===== config.mk =====
export PLATFORM = sky130hd
export DESIGN_NAME = axi_rd_ctrl_flat
export DESIGN_NICKNAME = d
export VERILOG_FILES = /design/src/rtl/axi_rd_pkg.sv /design/src/rtl/axi_rd_ctrl_if.sv /design/src/rtl/axi_rd_unpack.sv /design/src/rtl/axi_rd_ctrl.sv /design/src/flat_wrapper.sv
export SDC_FILE = /design/constraint.sdc
export NUM_CORES = 1
export LEC_CHECK = 0
export CAP_MARGIN = 40
export CORE_UTILIZATION = 50
export CTS_BUF_LIST = sky130_fd_sc_hd__clkbuf_16
export DETAILED_ROUTE_END_ITERATION = 10
export PLACE_DENSITY = 0.9
export RECOVER_POWER = 100
export SYNTH_ARGS = -nofsm -noshare
export SYNTH_HDL_FRONTEND = slang
export SYNTH_SLANG_ARGS = --single-unit

===== constraint.sdc =====
create_clock -name i_clk -period 8.2 [get_ports i_clk]
set_clock_uncertainty 0.1 [all_clocks]
set_input_delay 2.05 -clock i_clk [delete_from_list [all_inputs] [get_ports i_clk]]
set_output_delay 2.05 -clock i_clk [all_outputs]
set_load 0.005 [all_outputs]

===== src/rtl/axi_rd_pkg.sv =====
// Shared types and derived-constant helpers for the AXI read controller.
// Optional build macro used by the top: AXI_RD_LAST_CHECK_EN.
package axi_rd_pkg;

  localparam int P_RD_LENGTH_DEF       = 4096;
  localparam int P_USER_DATA_WIDTH_DEF = 16;
  localparam int P_AXI_DATA_WIDTH_DEF  = 128;
  localparam int P_AXI_ADDR_WIDTH_DEF  = 32;

  typedef enum logic [1:0] {
    ST_IDLE = 2'd0,
    ST_REQ  = 2'd1,
    ST_DATA = 2'd2
  } axi_rd_state_t;

  // User words packed into one AXI beat.
  function automatic int calc_width_cnt_max(input int axi_w, input int user_w);
    return axi_w / user_w;
  endfunction

  // AXI length field value (beats - 1) for one burst of rd_len bytes.
  function automatic int calc_burst_len(input int rd_len, input int axi_w);
    return rd_len / (axi_w / 8) - 1;
  endfunction

endpackage


===== src/rtl/axi_rd_ctrl_if.sv =====
// User-side and AXI-engine-side signals of the read controller.
// Handshake: a beat transfers on a rising edge where i_a2u_valid && o_a2u_ready;
// o_a2u_ready never depends on i_a2u_valid. A descriptor is offered with
// o_a2u_en held high and stable until the cycle i_a2u_ack is sampled high.
interface axi_rd_ctrl_if #(
  parameter int P_USER_DATA_WIDTH = 16,
  parameter int P_AXI_DATA_WIDTH  = 128,
  parameter int P_AXI_ADDR_WIDTH  = 32
);
  logic                         i_user_req;
  logic                         o_user_busy;
  logic [P_USER_DATA_WIDTH-1:0] o_user_data;
  logic                         o_user_valid;
  logic                         o_user_last;
  logic                         o_a2u_en;
  logic                         i_a2u_ack;
  logic [P_AXI_ADDR_WIDTH-1:0]  o_a2u_addr;
  logic [7:0]                   o_a2u_length;
  logic [P_AXI_DATA_WIDTH-1:0]  i_a2u_data;
  logic                         i_a2u_valid;
  logic                         i_a2u_last;
  logic                         o_a2u_ready;

  modport slave (
    input  i_user_req, i_a2u_ack, i_a2u_data, i_a2u_valid, i_a2u_last,
    output o_user_busy, o_user_data, o_user_valid, o_user_last,
           o_a2u_en, o_a2u_addr, o_a2u_length, o_a2u_ready
  );

  modport master (
    output i_user_req, i_a2u_ack, i_a2u_data, i_a2u_valid, i_a2u_last,
    input  o_user_busy, o_user_data, o_user_valid, o_user_last,
           o_a2u_en, o_a2u_addr, o_a2u_length, o_a2u_ready
  );
endinterface


===== src/rtl/axi_rd_unpack.sv =====
// Width converter: holds one AXI beat and emits it as user words, LS slice first.
// A new beat is taken when empty or while the last slice is going out.
module axi_rd_unpack
  import axi_rd_pkg::*;
#(
  parameter int P_USER_DATA_WIDTH = 16,
  parameter int P_AXI_DATA_WIDTH  = 128
) (
  input  logic                         i_clk,
  input  logic                         i_rst,
  input  logic                         i_en,
  input  logic [P_AXI_DATA_WIDTH-1:0]  i_data,
  input  logic                         i_valid,
  input  logic                         i_last_beat,
  output logic                         o_ready,
  output logic                         o_accept,
  output logic [P_USER_DATA_WIDTH-1:0] o_data,
  output logic                         o_valid,
  output logic                         o_last
);

  localparam int P_WIDTH_CNT_MAX = calc_width_cnt_max(P_AXI_DATA_WIDTH, P_USER_DATA_WIDTH);
  localparam int P_SLICE_W       = (P_WIDTH_CNT_MAX > 1) ? $clog2(P_WIDTH_CNT_MAX) : 1;
  localparam logic [P_SLICE_W-1:0] P_SLICE_LAST = P_SLICE_W'(P_WIDTH_CNT_MAX - 1);

  logic [P_AXI_DATA_WIDTH-1:0]  r_hold;
  logic                         r_hold_last;
  logic                         r_full;
  logic [P_SLICE_W-1:0]         r_slice;
  logic [P_USER_DATA_WIDTH-1:0] r_data;
  logic                         r_valid;
  logic                         r_last;
  logic                         w_slice_end;

  assign w_slice_end = r_full && (r_slice == P_SLICE_LAST);
  assign o_ready     = i_en && (!r_full || w_slice_end);
  assign o_accept    = o_ready && i_valid;

  always_ff @(posedge i_clk or posedge i_rst) begin
    if (i_rst) begin
      r_hold      <= '0;
      r_hold_last <= 1'b0;
      r_full      <= 1'b0;
      r_slice     <= '0;
      r_data      <= '0;
      r_valid     <= 1'b0;
      r_last      <= 1'b0;
    end else begin
      if (o_accept) begin
        r_hold      <= i_data;
        r_hold_last <= i_last_beat;
        r_full      <= 1'b1;
        r_slice     <= '0;
      end else if (w_slice_end) begin
        r_full <= 1'b0;
      end else if (r_full) begin
        r_slice <= r_slice + 1'b1;
      end
      r_valid <= r_full;
      r_last  <= w_slice_end && r_hold_last;
      if (r_full) begin
        r_data <= r_hold[r_slice*P_USER_DATA_WIDTH +: P_USER_DATA_WIDTH];
      end
    end
  end

  assign o_data  = r_data;
  assign o_valid = r_valid;
  assign o_last  = r_last;

endmodule


===== src/rtl/axi_rd_ctrl.sv =====
// Burst read controller: issues fixed-length read descriptors walking an address
// ring and unpacks returned beats into user words. Macro AXI_RD_LAST_CHECK_EN
// enables the sticky i_a2u_last protocol check on o_err.
module axi_rd_ctrl
  import axi_rd_pkg::*;
#(
  parameter int P_RD_LENGTH       = P_RD_LENGTH_DEF,
  parameter int P_USER_DATA_WIDTH = P_USER_DATA_WIDTH_DEF,
  parameter int P_AXI_DATA_WIDTH  = P_AXI_DATA_WIDTH_DEF,
  parameter int P_AXI_ADDR_WIDTH  = P_AXI_ADDR_WIDTH_DEF
) (
  input  logic                        i_clk,
  input  logic                        i_rst,
  input  logic                        i_ddr_init,
  input  logic [P_AXI_ADDR_WIDTH-1:0] i_user_baddr,
  input  logic [P_AXI_ADDR_WIDTH-1:0] i_user_faddr,
  axi_rd_ctrl_if.slave                bus,
  output logic                        o_err,
  output axi_rd_state_t               o_dbg_state
);

  localparam int         P_BURST_LEN = calc_burst_len(P_RD_LENGTH, P_AXI_DATA_WIDTH);
  localparam logic [7:0] P_LEN_B     = 8'(P_BURST_LEN);

  axi_rd_state_t               r_state;
  logic                        r_init_meta;
  logic                        r_init_sync;
  logic                        r_busy;
  logic                        r_en;
  logic [P_AXI_ADDR_WIDTH-1:0] r_addr;
  logic [7:0]                  r_len;
  logic                        r_unloaded;
  logic [7:0]                  r_beat_cnt;
  logic                        r_beats_done;

  logic                         w_en;
  logic                         w_ready;
  logic                         w_accept;
  logic                         w_final_beat;
  logic [P_USER_DATA_WIDTH-1:0] w_user_data;
  logic                         w_user_valid;
  logic                         w_user_last;
  logic                         w_word_last;
  logic [P_AXI_ADDR_WIDTH:0]    w_next_sum;
  logic [P_AXI_ADDR_WIDTH-1:0]  w_next_addr;

  always_ff @(posedge i_clk or posedge i_rst) begin
    if (i_rst) begin
      r_init_meta <= 1'b0;
      r_init_sync <= 1'b0;
    end else begin
      r_init_meta <= i_ddr_init;
      r_init_sync <= r_init_meta;
    end
  end

  // One extra bit so a ring ending at the top of the address space cannot overflow.
  assign w_next_sum   = {1'b0, r_addr} + (P_AXI_ADDR_WIDTH + 1)'(P_RD_LENGTH);
  assign w_next_addr  = (w_next_sum >= {1'b0, i_user_faddr}) ? i_user_baddr
                                                             : w_next_sum[P_AXI_ADDR_WIDTH-1:0];
  assign w_en         = (r_state == ST_DATA) && !r_beats_done;
  assign w_final_beat = (r_beat_cnt == P_LEN_B);
  assign w_word_last  = w_user_valid && w_user_last;

  always_ff @(posedge i_clk or posedge i_rst) begin
    if (i_rst) begin
      r_state      <= ST_IDLE;
      r_busy       <= 1'b0;
      r_en         <= 1'b0;
      r_addr       <= '0;
      r_len        <= '0;
      r_unloaded   <= 1'b1;
      r_beat_cnt   <= '0;
      r_beats_done <= 1'b0;
    end else begin
      case (r_state)
        ST_IDLE: begin
          if (bus.i_user_req && r_init_sync) begin
            r_state <= ST_REQ;
            r_busy  <= 1'b1;
            r_en    <= 1'b1;
            r_len   <= P_LEN_B;
            if (r_unloaded) begin
              r_addr     <= i_user_baddr;
              r_unloaded <= 1'b0;
            end
          end
        end
        ST_REQ: begin
          if (bus.i_a2u_ack) begin
            r_state      <= ST_DATA;
            r_en         <= 1'b0;
            r_beat_cnt   <= '0;
            r_beats_done <= 1'b0;
          end
        end
        ST_DATA: begin
          if (w_accept) begin
            r_beat_cnt <= r_beat_cnt + 1'b1;
            if (w_final_beat) r_beats_done <= 1'b1;
          end
          // Leave once the burst's final word has been presented.
          if (w_word_last) begin
            r_state <= ST_IDLE;
            r_busy  <= 1'b0;
            r_addr  <= w_next_addr;
          end
        end
        default: r_state <= ST_IDLE;
      endcase
    end
  end

  axi_rd_unpack #(
    .P_USER_DATA_WIDTH (P_USER_DATA_WIDTH),
    .P_AXI_DATA_WIDTH  (P_AXI_DATA_WIDTH)
  ) u_unpack (
    .i_clk       (i_clk),
    .i_rst       (i_rst),
    .i_en        (w_en),
    .i_data      (bus.i_a2u_data),
    .i_valid     (bus.i_a2u_valid),
    .i_last_beat (w_final_beat),
    .o_ready     (w_ready),
    .o_accept    (w_accept),
    .o_data      (w_user_data),
    .o_valid     (w_user_valid),
    .o_last      (w_user_last)
  );

`ifdef AXI_RD_LAST_CHECK_EN
  logic r_err;
  always_ff @(posedge i_clk or posedge i_rst) begin
    if (i_rst) begin
      r_err <= 1'b0;
    end else if (w_accept && (bus.i_a2u_last != w_final_beat)) begin
      r_err <= 1'b1;
    end
  end
  assign o_err = r_err;
`else
  logic w_unused_last;
  assign w_unused_last = bus.i_a2u_last;
  assign o_err         = 1'b0;
`endif

  assign bus.o_user_busy  = r_busy;
  assign bus.o_user_data  = w_user_data;
  assign bus.o_user_valid = w_user_valid;
  assign bus.o_user_last  = w_user_last;
  assign bus.o_a2u_en     = r_en;
  assign bus.o_a2u_addr   = r_addr;
  assign bus.o_a2u_length = r_len;
  assign bus.o_a2u_ready  = w_ready;
  assign o_dbg_state      = r_state;

endmodule


===== src/flat_wrapper.sv =====
// flat-port wrapper written by rule: the top's interface ports become plain ports
module axi_rd_ctrl_flat import axi_rd_pkg::*;
#(
  parameter int P_RD_LENGTH       = P_RD_LENGTH_DEF,
  parameter int P_USER_DATA_WIDTH = P_USER_DATA_WIDTH_DEF,
  parameter int P_AXI_DATA_WIDTH  = P_AXI_DATA_WIDTH_DEF,
  parameter int P_AXI_ADDR_WIDTH  = P_AXI_ADDR_WIDTH_DEF
)
  (i_clk, i_rst, i_ddr_init, i_user_baddr, i_user_faddr, o_err, o_dbg_state, bus_i_user_req, bus_i_a2u_ack, bus_i_a2u_data, bus_i_a2u_valid, bus_i_a2u_last, bus_o_user_busy, bus_o_user_data, bus_o_user_valid, bus_o_user_last, bus_o_a2u_en, bus_o_a2u_addr, bus_o_a2u_length, bus_o_a2u_ready);
  axi_rd_ctrl_if #(.P_USER_DATA_WIDTH(P_USER_DATA_WIDTH), .P_AXI_DATA_WIDTH(P_AXI_DATA_WIDTH), .P_AXI_ADDR_WIDTH(P_AXI_ADDR_WIDTH)) bus_i ();
  input  logic i_clk;
  input  logic i_rst;
  input  logic i_ddr_init;
  input  logic [P_AXI_ADDR_WIDTH-1:0] i_user_baddr;
  input  logic [P_AXI_ADDR_WIDTH-1:0] i_user_faddr;
  output logic o_err;
  output axi_rd_state_t o_dbg_state;
  input wire logic [$bits(bus_i.i_user_req)-1:0] bus_i_user_req;
  input wire logic [$bits(bus_i.i_a2u_ack)-1:0] bus_i_a2u_ack;
  input wire logic [$bits(bus_i.i_a2u_data)-1:0] bus_i_a2u_data;
  input wire logic [$bits(bus_i.i_a2u_valid)-1:0] bus_i_a2u_valid;
  input wire logic [$bits(bus_i.i_a2u_last)-1:0] bus_i_a2u_last;
  output wire logic [$bits(bus_i.o_user_busy)-1:0] bus_o_user_busy;
  output wire logic [$bits(bus_i.o_user_data)-1:0] bus_o_user_data;
  output wire logic [$bits(bus_i.o_user_valid)-1:0] bus_o_user_valid;
  output wire logic [$bits(bus_i.o_user_last)-1:0] bus_o_user_last;
  output wire logic [$bits(bus_i.o_a2u_en)-1:0] bus_o_a2u_en;
  output wire logic [$bits(bus_i.o_a2u_addr)-1:0] bus_o_a2u_addr;
  output wire logic [$bits(bus_i.o_a2u_length)-1:0] bus_o_a2u_length;
  output wire logic [$bits(bus_i.o_a2u_ready)-1:0] bus_o_a2u_ready;
  assign bus_i.i_user_req = bus_i_user_req;
  assign bus_i.i_a2u_ack = bus_i_a2u_ack;
  assign bus_i.i_a2u_data = bus_i_a2u_data;
  assign bus_i.i_a2u_valid = bus_i_a2u_valid;
  assign bus_i.i_a2u_last = bus_i_a2u_last;
  assign bus_o_user_busy = bus_i.o_user_busy;
  assign bus_o_user_data = bus_i.o_user_data;
  assign bus_o_user_valid = bus_i.o_user_valid;
  assign bus_o_user_last = bus_i.o_user_last;
  assign bus_o_a2u_en = bus_i.o_a2u_en;
  assign bus_o_a2u_addr = bus_i.o_a2u_addr;
  assign bus_o_a2u_length = bus_i.o_a2u_length;
  assign bus_o_a2u_ready = bus_i.o_a2u_ready;
  axi_rd_ctrl #(.P_RD_LENGTH(P_RD_LENGTH), .P_USER_DATA_WIDTH(P_USER_DATA_WIDTH), .P_AXI_DATA_WIDTH(P_AXI_DATA_WIDTH), .P_AXI_ADDR_WIDTH(P_AXI_ADDR_WIDTH)) u_core (.i_clk(i_clk), .i_rst(i_rst), .i_ddr_init(i_ddr_init), .i_user_baddr(i_user_baddr), .i_user_faddr(i_user_faddr), .bus(bus_i), .o_err(o_err), .o_dbg_state(o_dbg_state));
endmodule

* After elaboration in Yosys (flattened, before gate mapping)
Index checks and enable logic that the tools add are counted.
** Operators by class
- $add $sub $neg :: 3
- Equality and inequality tests :: 11
- Order comparisons :: 1
- Shifts and indexed selects :: 1
- Reductions and logical operators :: 24
- Mux-type cells :: 25
** Operator list (number)
- $mux 32 :: 4
- $shiftx 128x8->16 :: 1
- $pmux 32 s2 :: 1
- $add 32x13->33 const B :: 1
- $ge 33x32->1 :: 1
- $mux 8 :: 2
- $pmux 8 s2 :: 1
- $reduce_and 3->1 :: 4
- $reduce_bool 2->1 :: 5
- $mux 3 :: 3
- $add 8x1->8 const B :: 1
- $eq 8x8->1 const B :: 1
- $ne 2x2->1 const B :: 4
- $reduce_and 4->1 :: 2
- $logic_and 1x1->1 :: 7
- $mux 1 :: 7
- $mux 2 :: 3
- $ne 2x1->1 const B :: 3
- $pmux 1 s2 :: 3
- $pmux 2 s3 :: 1
- $reduce_and 2->1 :: 2
- $add 3x1->3 const B :: 1
- $eq 3x3->1 const B :: 1
- $eq 2x1->1 const B :: 1
- other kinds (4) :: 5
** Word-level totals
- Bits of input ports :: 199
- Flip-flop bits (word level) :: 200
- Output and inout port bits :: 64

* Depth between registers and ports, before layout
Gate-level depths: netlist of the first run.
- Depth in word-level cells :: 7
- Mapped depth :: 17
- Gate-level depth less buffers :: 14

* Modules after synthesis
A second synthesis of the first run with hierarchy kept.
** Second synthesis, totals
- Cells, all modules :: 901
- Area, all modules :: 10709.0 µm²
** Modules (own cells, without submodules)
- axi_rd_unpack :: seq. area each 3778.6 µm², area each 7028.0 µm², cells each 481, times used 1
- axi_rd_ctrl :: seq. area each 1227.4 µm², area each 3681.0 µm², cells each 420, times used 1

* Least setup slack after synthesis of the first run
OpenSTA, ideal clock, no wires.
- Path kind :: input port to flip-flop
- From :: input port i_user_faddr[2]
- To :: register u_core.r_addr[0] (netlist: u_core.bus.o_a2u_addr[0])
- Path buffers :: 1
- Setup slack :: 4088 ps
- Cell stages on the path :: 10
- Required time :: 7975 ps
- Arrival :: 3886 ps
- Setup time :: 125 ps
- Cells stage by stage :: inv_1 -> ha_1 -> a211oi_2 -> o221ai_1 -> a211oi_2 -> nand2_1 -> a211oi_4 -> nand2b_4 -> buf_12 -> mux2_4
** On the way
- Longest elaborated chain between the ends :: 4
** Ends and longest elaborated chain
- from (decl) :: line flat_wrapper.sv:15 : input logic [P_AXI_ADDR_WIDTH-1:0] i_user_faddr;
- $ge 33x32->1 :: line axi_rd_ctrl.sv:59 : assign w_next_addr = (w_next_sum >= {1'b0, i_user_faddr}) ? i_user_baddr
- $mux 32 :: line axi_rd_ctrl.sv:59
- $mux 32 :: line axi_rd_ctrl.sv:103 : if (w_word_last) begin
- $pmux 32 s2 :: line axi_rd_ctrl.sv:76 : case (r_state)
- to (signal assigned) :: line axi_rd_ctrl.sv:84 : r_addr <= i_user_baddr;
- to (signal assigned) :: line axi_rd_ctrl.sv:106 : r_addr <= w_next_addr;
- to (decl) :: line axi_rd_ctrl.sv:30 : logic [P_AXI_ADDR_WIDTH-1:0] r_addr;
Every way passes these cells. The select of a mux whose other input is x is not followed.
A chain may end at the register's enable or synchronous reset.

==> flow_metrics.tcl, run 1 <==
set metrics [dict create \
    start_kind "primary input" \
    final-setup-viol-count 0 \
    cts_tree "done" \
    first_pass_iters 5 \
    grt_start_max_net_pins 114 \
    crit_required_ps 8050 \
    cp_max_fo 113 \
    tns_ps 0 \
    cts_buffer_depth 2 \
    max_stage_delay_ps 2030 \
    endpoint_kind "async pin" \
    crit_end "u_core.u_unpack.r_hold[91]$_DFFE_PP0P_" \
    ant_nets 0 \
    root_buffer "clkbuf_16" \
    holdPathStages 0 \
    post_cts_buffers 0 \
    path_clk_slew_ps 80 \
    via_per_inst 5.343 \
    r2r_cells 14 \
    syn_avg_cell_area_um2 9.467 \
    netlist_area_um2 10370 \
    synth_top_area_share 0.4804 \
    drt_iter0_drc 549 \
    rows 52 \
    fin_crit_sh 0.7010 \
    clock_latency_ps 440 \
    synth_cell_types 65 \
    overflow 0 \
    arrival_ps 5600 \
    seq_area_um2 5007 \
    synth.most_common_cell "nand2_1" \
    slew_headroom -0.8171 \
    timing.hold.ws_ps 268.0 \
    fp.dieH_um 146.0 \
    fin_cells 1603 \
    critical_path_class "in2async" \
    cts_buffers 17 \
    wire_per_inst_um 17.23 \
    hold_violations 0 \
    grt_pass1_wl_mm 44.64 \
    synthesis.nets 1330 \
    synth_common_cells "nand2_1, dfrtp_1, nor2_1" \
    synth-async-reset-ratio 1.000 \
    cts-resized-gates 0 \
    startpoint "i_rst" \
    insertedDiodeCount 0 \
    htree_levels 4 \
    rsz0062_at_grt "false" \
    antenna_found_initial 0 \
    synth_seq_cells 200 \
    yosysTopAreaCell "dfrtp_1" \
    multi_input_area_um2 4771 \
    num_io_pins 263 \
    p_per_area_nw_per_um2 151.6 \
    initial_core_util 0.5107 \
    dp_hpwl_mm 20.17 \
    finalMaxSlewViolations 150 \
    gr-usage-all-layers 0.2687 \
    min_period_ps 5748 \
    fillers 1531 \
    final_nets 1555 \
    ys_warn_count 0 \
    fmax_mhz 174.0 \
    crit_chain "dlygate4sd3_1 > clkinvlp_2 > clkbuf_2" \
    fp.dieW_um 146.0 \
    synthTopCellsByArea "dfrtp_1, nand2_1, mux4_2, ha_1, mux2i_1" \
    placed_cells 1571 \
    io_buffers 260 \
    rr_endpoint "u_core.bus.o_a2u_addr[19]$_DFFE_PP0P_" \
    drive_gt1_frac 0.07052 \
    dieArea_um2 21310 \
    r2r-start "u_core.bus.o_a2u_addr[12]$_DFFE_PP0P_" \
    leakagePower_nw 6.725 \
    hold_path.class "reg2reg" \
    finalPower_w 0.002061 \
    worst_slew_pin_slew_ps 2726 \
    ctsHoldBuffers 0 \
    coreArea_um2 20300 \
    drcViolationCount 0 \
    r2r_slack_ps 2880 \
    clkSinkCount 200 \
    via_count 8565 \
    vdd.ir_drop.worst_mv 0.1317 \
    violations "capacitance limit, slew limit" \
    cap_violations 3 \
    routed_wl_mm 27.61 \
    crit_slowest_cell "clkbuf_2" \
    gp_congestion 0.9094 \
    ys_seq_area_frac 0.4829 \
    syn2layout_area_growth_pct 31.13 \
    synth_top_flop_cell "dfrtp_1" \
    status "finished, violations left" \
    syn_inst 1095 \
    synth-edff-count 0 \
    grt_pass1_vias 8628 \
]
## layer usage
metal | track usage | vias up | part of all wire
met5 | 0 | - | 0
met4 | 0.08750 | 0 | 0.025
met3 | 0.05799 | 39 | 0.072
met2 | 0.4543 | 344 | 0.49
met1 | 0.3448 | 4097 | 0.41
li1 | - | 4085 | -
## layout make-up
class	instances	area share
Sequential cell	200	0.3684
Multi-Input combinational cell	784	0.3510
Timing Repair Buffer	272	0.2000
Clock buffer	17	0.03130
Tap cell	270	0.02485
Inverter	45	0.01252
Clock inverter	15	0.01197
## power by group
| part | switching [W] | internal [W] |
|---|---|---|
| Clock | 0.000408 | 0.000432 |
| Combinational | 0.0000879 | 0.000129 |
| Sequential | 0.0000115 | 0.000993 |
| Total | 0.000507 | 0.00155 |
## worst max-delay path: cells and delay by family
kind | cells | cell delay, ps
buffers and inverters | 3 | 3420
## logic make-up after synthesis
| family | Yosys count | synth area share |
|---|---|---|
| and+or+nand+nor | 552 | 0.2241 |
| DFF | 200 | 0.4829 |
| buffers and inverters | 111 | 0.05009 |
| AOI/OAI and AO/OA | 102 | 0.06820 |
| muxes | 71 | 0.1123 |
| adders and majority gates | 36 | 0.04345 |
| xor gates and xnor gates | 22 | 0.01859 |
| other | 1 | 0.0003618 |
## cell usage in the layout, fill, tap and decap left out, types with 10 or more instances in the layout
cell / instances
a21oi_1: 34
a2bb2oi_1: 10
clkbuf_16: 17
clkdlybuf4s50_1: 191
dfrtp_1: 198
dlygate4sd3_1: 69
ha_1: 36
inv_1: 45
mux2i_1: 27
mux4_2: 32
nand2_1: 430
nand3_1: 19
nand4_1: 10
nor2_1: 46
o21ai_0: 18
xnor2_1: 12
xor2_1: 10
## through the flow
step | worst slack (ps) | util | instance area [um^2]
floorplan | 597.6 | - | 10370
finish | 2452 | 0.6696 | 13590
global route | 1706 | 0.6696 | 13590
detailed placement | 3203 | 0.6466 | 13130
global placement | 3181 | 0.6425 | 13040
CTS | 3286 | 0.6755 | 13710
## registers in the layout (all words and copies together), names as in the netlist, 2 cells and up
name,count
u_core.u_unpack.r_hold,128
u_core.bus.o_a2u_addr,32
u_core.u_unpack.o_data,16
u_core.r_beat_cnt,8
u_core.u_unpack.r_slice,3
u_core.o_dbg_state,2
## worst min-delay path by stage
stage,startpoint,to
detailed placement,u_core.r_init_meta$_DFF_PP0_,u_core.r_init_sync$_DFF_PP0_
floorplan,u_core.r_init_meta$_DFF_PP0_,u_core.r_init_sync$_DFF_PP0_
global placement,u_core.r_init_meta$_DFF_PP0_,u_core.r_init_sync$_DFF_PP0_
CTS,u_core.r_init_meta$_DFF_PP0_,u_core.r_init_sync$_DFF_PP0_
global route,u_core.r_init_meta$_DFF_PP0_,u_core.r_init_sync$_DFF_PP0_
finish,u_core.r_init_meta$_DFF_PP0_,u_core.r_init_sync$_DFF_PP0_
Note: power is estimated with default switching activity, not from simulation.
==> inputs of run 2 (changes only) <==
--- a/config.mk
+++ b/config.mk
@@ -6,10 +6,10 @@
 export NUM_CORES = 1
 export LEC_CHECK = 0
 export CAP_MARGIN = 40
-export CORE_UTILIZATION = 50
+export CORE_UTILIZATION = 45
 export CTS_BUF_LIST = sky130_fd_sc_hd__clkbuf_16
 export DETAILED_ROUTE_END_ITERATION = 10
-export PLACE_DENSITY = 0.9
+export PLACE_DENSITY = 0.86
 export RECOVER_POWER = 100
 export SYNTH_ARGS = -nofsm -noshare
 export SYNTH_HDL_FRONTEND = slang
==> constraint.sdc (replaced) <==
create_clock -name i_clk -period 5.06 [get_ports i_clk]
set_clock_uncertainty 0.1 [all_clocks]
set_input_delay 1.265 -clock i_clk [delete_from_list [all_inputs] [get_ports i_clk]]
set_output_delay 1.265 -clock i_clk [all_outputs]
set_load 0.005 [all_outputs]
==> run 2 against run 1 <==
Net effect:
- the run still ends with capacitance limit, slew limit left
- sequential share of layout area shrank 0.20 points
- combinational power rose by 65%
- routed wire length increased by 0.54%
- power grew 67%
- highest routed layer unchanged
==> flow_metrics.tcl, run 2 (synthesized netlist as in run 1, its figures left out) <==
set metrics [dict create \
    via_per_inst 5.311 \
    cts-resized-gates 0 \
    fin_cells 1620 \
    cap_violations 4 \
    seq_area_um2 5007 \
    fp.dieH_um 153.8 \
    path_buf_inv 1 \
    cts_tree "done" \
    max_stage_delay_ps 600 \
    final_nets 1557 \
    clock_latency_ps 430 \
    tns_ps 0 \
    status "finished, violations left" \
    grt_pass1_wl_mm 44.34 \
    path_common_cell "ha_1" \
    grt_start_max_net_pins 135 \
    endpoint_kind "flip-flop" \
    via_count 8604 \
    overflow 0 \
    start_kind "flip-flop" \
    drt_iter0_drc 434 \
    rsz0062_at_grt "false" \
    routed_wl_mm 27.76 \
    violations "capacitance limit, slew limit" \
    worst_slew_pin_slew_ps 2948 \
    pre_cts_ws_ps 905.0 \
    largest_reg_flops 128 \
    cp_max_fo 28 \
    grt_pass1_vias 8474 \
    first_pass_iters 5 \
    finalMaxSlewViolations 220 \
    insertedDiodeCount 0 \
    holdPathStages 0 \
    r2r_slack_ps 580 \
    slew_headroom -0.9653 \
    placed_cells 1588 \
    rr_endpoint "u_core.bus.o_a2u_addr[31]$_DFFE_PP0P_" \
    fin_crit_sh 0.8851 \
    crit_chain "ha_1 > nand3_2 > nor2_1 > nand3_1 > xnor2_1 > ha_1 > a211o_1 > o211ai_1 > o2111ai_1 > and3_2 > a211oi_4 > clkbuf_2 > mux2i_1 > a2bb2oi_1" \
    final_cell_mix "nand2_1, dfrtp_1, clkdlybuf4s50_1" \
    hold_violations 0 \
    path_clk_slew_ps 90 \
    ctsHoldBuffers 0 \
    multi_input_area_um2 4782 \
    syn2layout_area_growth_pct 31.84 \
    hold_path.class "reg2reg" \
    fp.dieW_um 153.8 \
    drcViolationCount 0 \
    io_buffers 260 \
    dieArea_um2 23650 \
    gp_congestion 0.8884 \
    ant_nets 0 \
    min_to "u_core.r_init_sync$_DFF_PP0_" \
    worst_slack_ps 581.5 \
    min_period_ps 4478 \
    rows 55 \
    crit_required_ps 5280 \
    vdd.ir_drop.worst_mv 0.2190 \
    critical_path_class "reg2reg" \
    p_per_area_nw_per_um2 252.2 \
    cts_buffer_depth 2 \
    htree_levels 4 \
    largest_register "u_core.u_unpack.r_hold" \
    wire_per_inst_um 17.14 \
    cts_buffers 17 \
    r2r-start "u_core.bus.o_a2u_addr[12]$_DFFE_PP0P_" \
    drive_gt1_frac 0.07566 \
    crit_family "simple AND/OR/NAND/NOR gates" \
    r2r_cells 14 \
    final-setup-viol-count 0 \
    initial_core_util 0.4579 \
    num_io_pins 263 \
    post_cts_buffers 0 \
    fmax_mhz 223.3 \
    coreArea_um2 22640 \
    fillers 1888 \
    arrival_ps 4700 \
    crit_slowest_cell "clkbuf_2" \
    clkSinkCount 200 \
    gr-usage-all-layers 0.2411 \
    dp_hpwl_mm 20.27 \
    final_common_cell "nand2_1" \
    leakagePower_nw 6.773 \
    root_buffer "clkbuf_16" \
    hold_path_startpoint "u_core.r_init_meta$_DFF_PP0_" \
    antenna_found_initial 0 \
]
-- run 2: area by class of cell --
type	instances	area share
inverters	45	0.01245
flip-flops and latches	200	0.3664
multi-input cells	784	0.3499
well taps	285	0.02609
clock inverters	15	0.01584
clock buffers	17	0.03113
repair buffers	274	0.1982
-- run 2: where the power goes --
group / switching, W / internal [W]
logic: 0.000145 / 0.000212
registers: 0.0000180 / 0.00161
clock network: 0.000760 / 0.000703
-- run 2: how the worst max path moves through the flow --
stage	slack, ps	start	endpoint	cells after the start
floorplan	1110	i_rst	u_core.bus.o_a2u_addr[0]$_DFFE_PP0P_	1
global placement	940	u_core.bus.o_a2u_addr[12]$_DFFE_PP0P_	u_core.bus.o_a2u_addr[29]$_DFFE_PP0P_	14
detailed placement	910	u_core.bus.o_a2u_addr[12]$_DFFE_PP0P_	u_core.bus.o_a2u_addr[31]$_DFFE_PP0P_	14
CTS	880	u_core.bus.o_a2u_addr[12]$_DFFE_PP0P_	u_core.bus.o_a2u_addr[31]$_DFFE_PP0P_	14
global route	320	u_core.bus.o_a2u_addr[12]$_DFFE_PP0P_	u_core.bus.o_a2u_addr[27]$_DFFE_PP0P_	14
finish	580	u_core.bus.o_a2u_addr[12]$_DFFE_PP0P_	u_core.bus.o_a2u_addr[31]$_DFFE_PP0P_	14
-- run 2: layer usage --
metal | vias up | track usage | share of wire
li1 | 4096 | - | -
met1 | 4156 | 0.3037 | 0.41
met2 | 318 | 0.4132 | 0.50
met3 | 34 | 0.05722 | 0.068
met4 | 0 | 0.06905 | 0.021
met5 | - | 0 | 0
-- run 2: metrics by stage --
step	instance area, um^2	util	hold WS [ps]	power (W)
after floorplan	10370	-	231.2	0.001804
after global placement	13100	0.5786	233.3	0.002018
after detailed placement	13110	0.5791	247.5	0.002027
after CTS	13750	0.6075	258.8	0.003494
after global routing	13670	0.6036	258.4	0.003579
final	13670	0.6036	252.2	0.003447
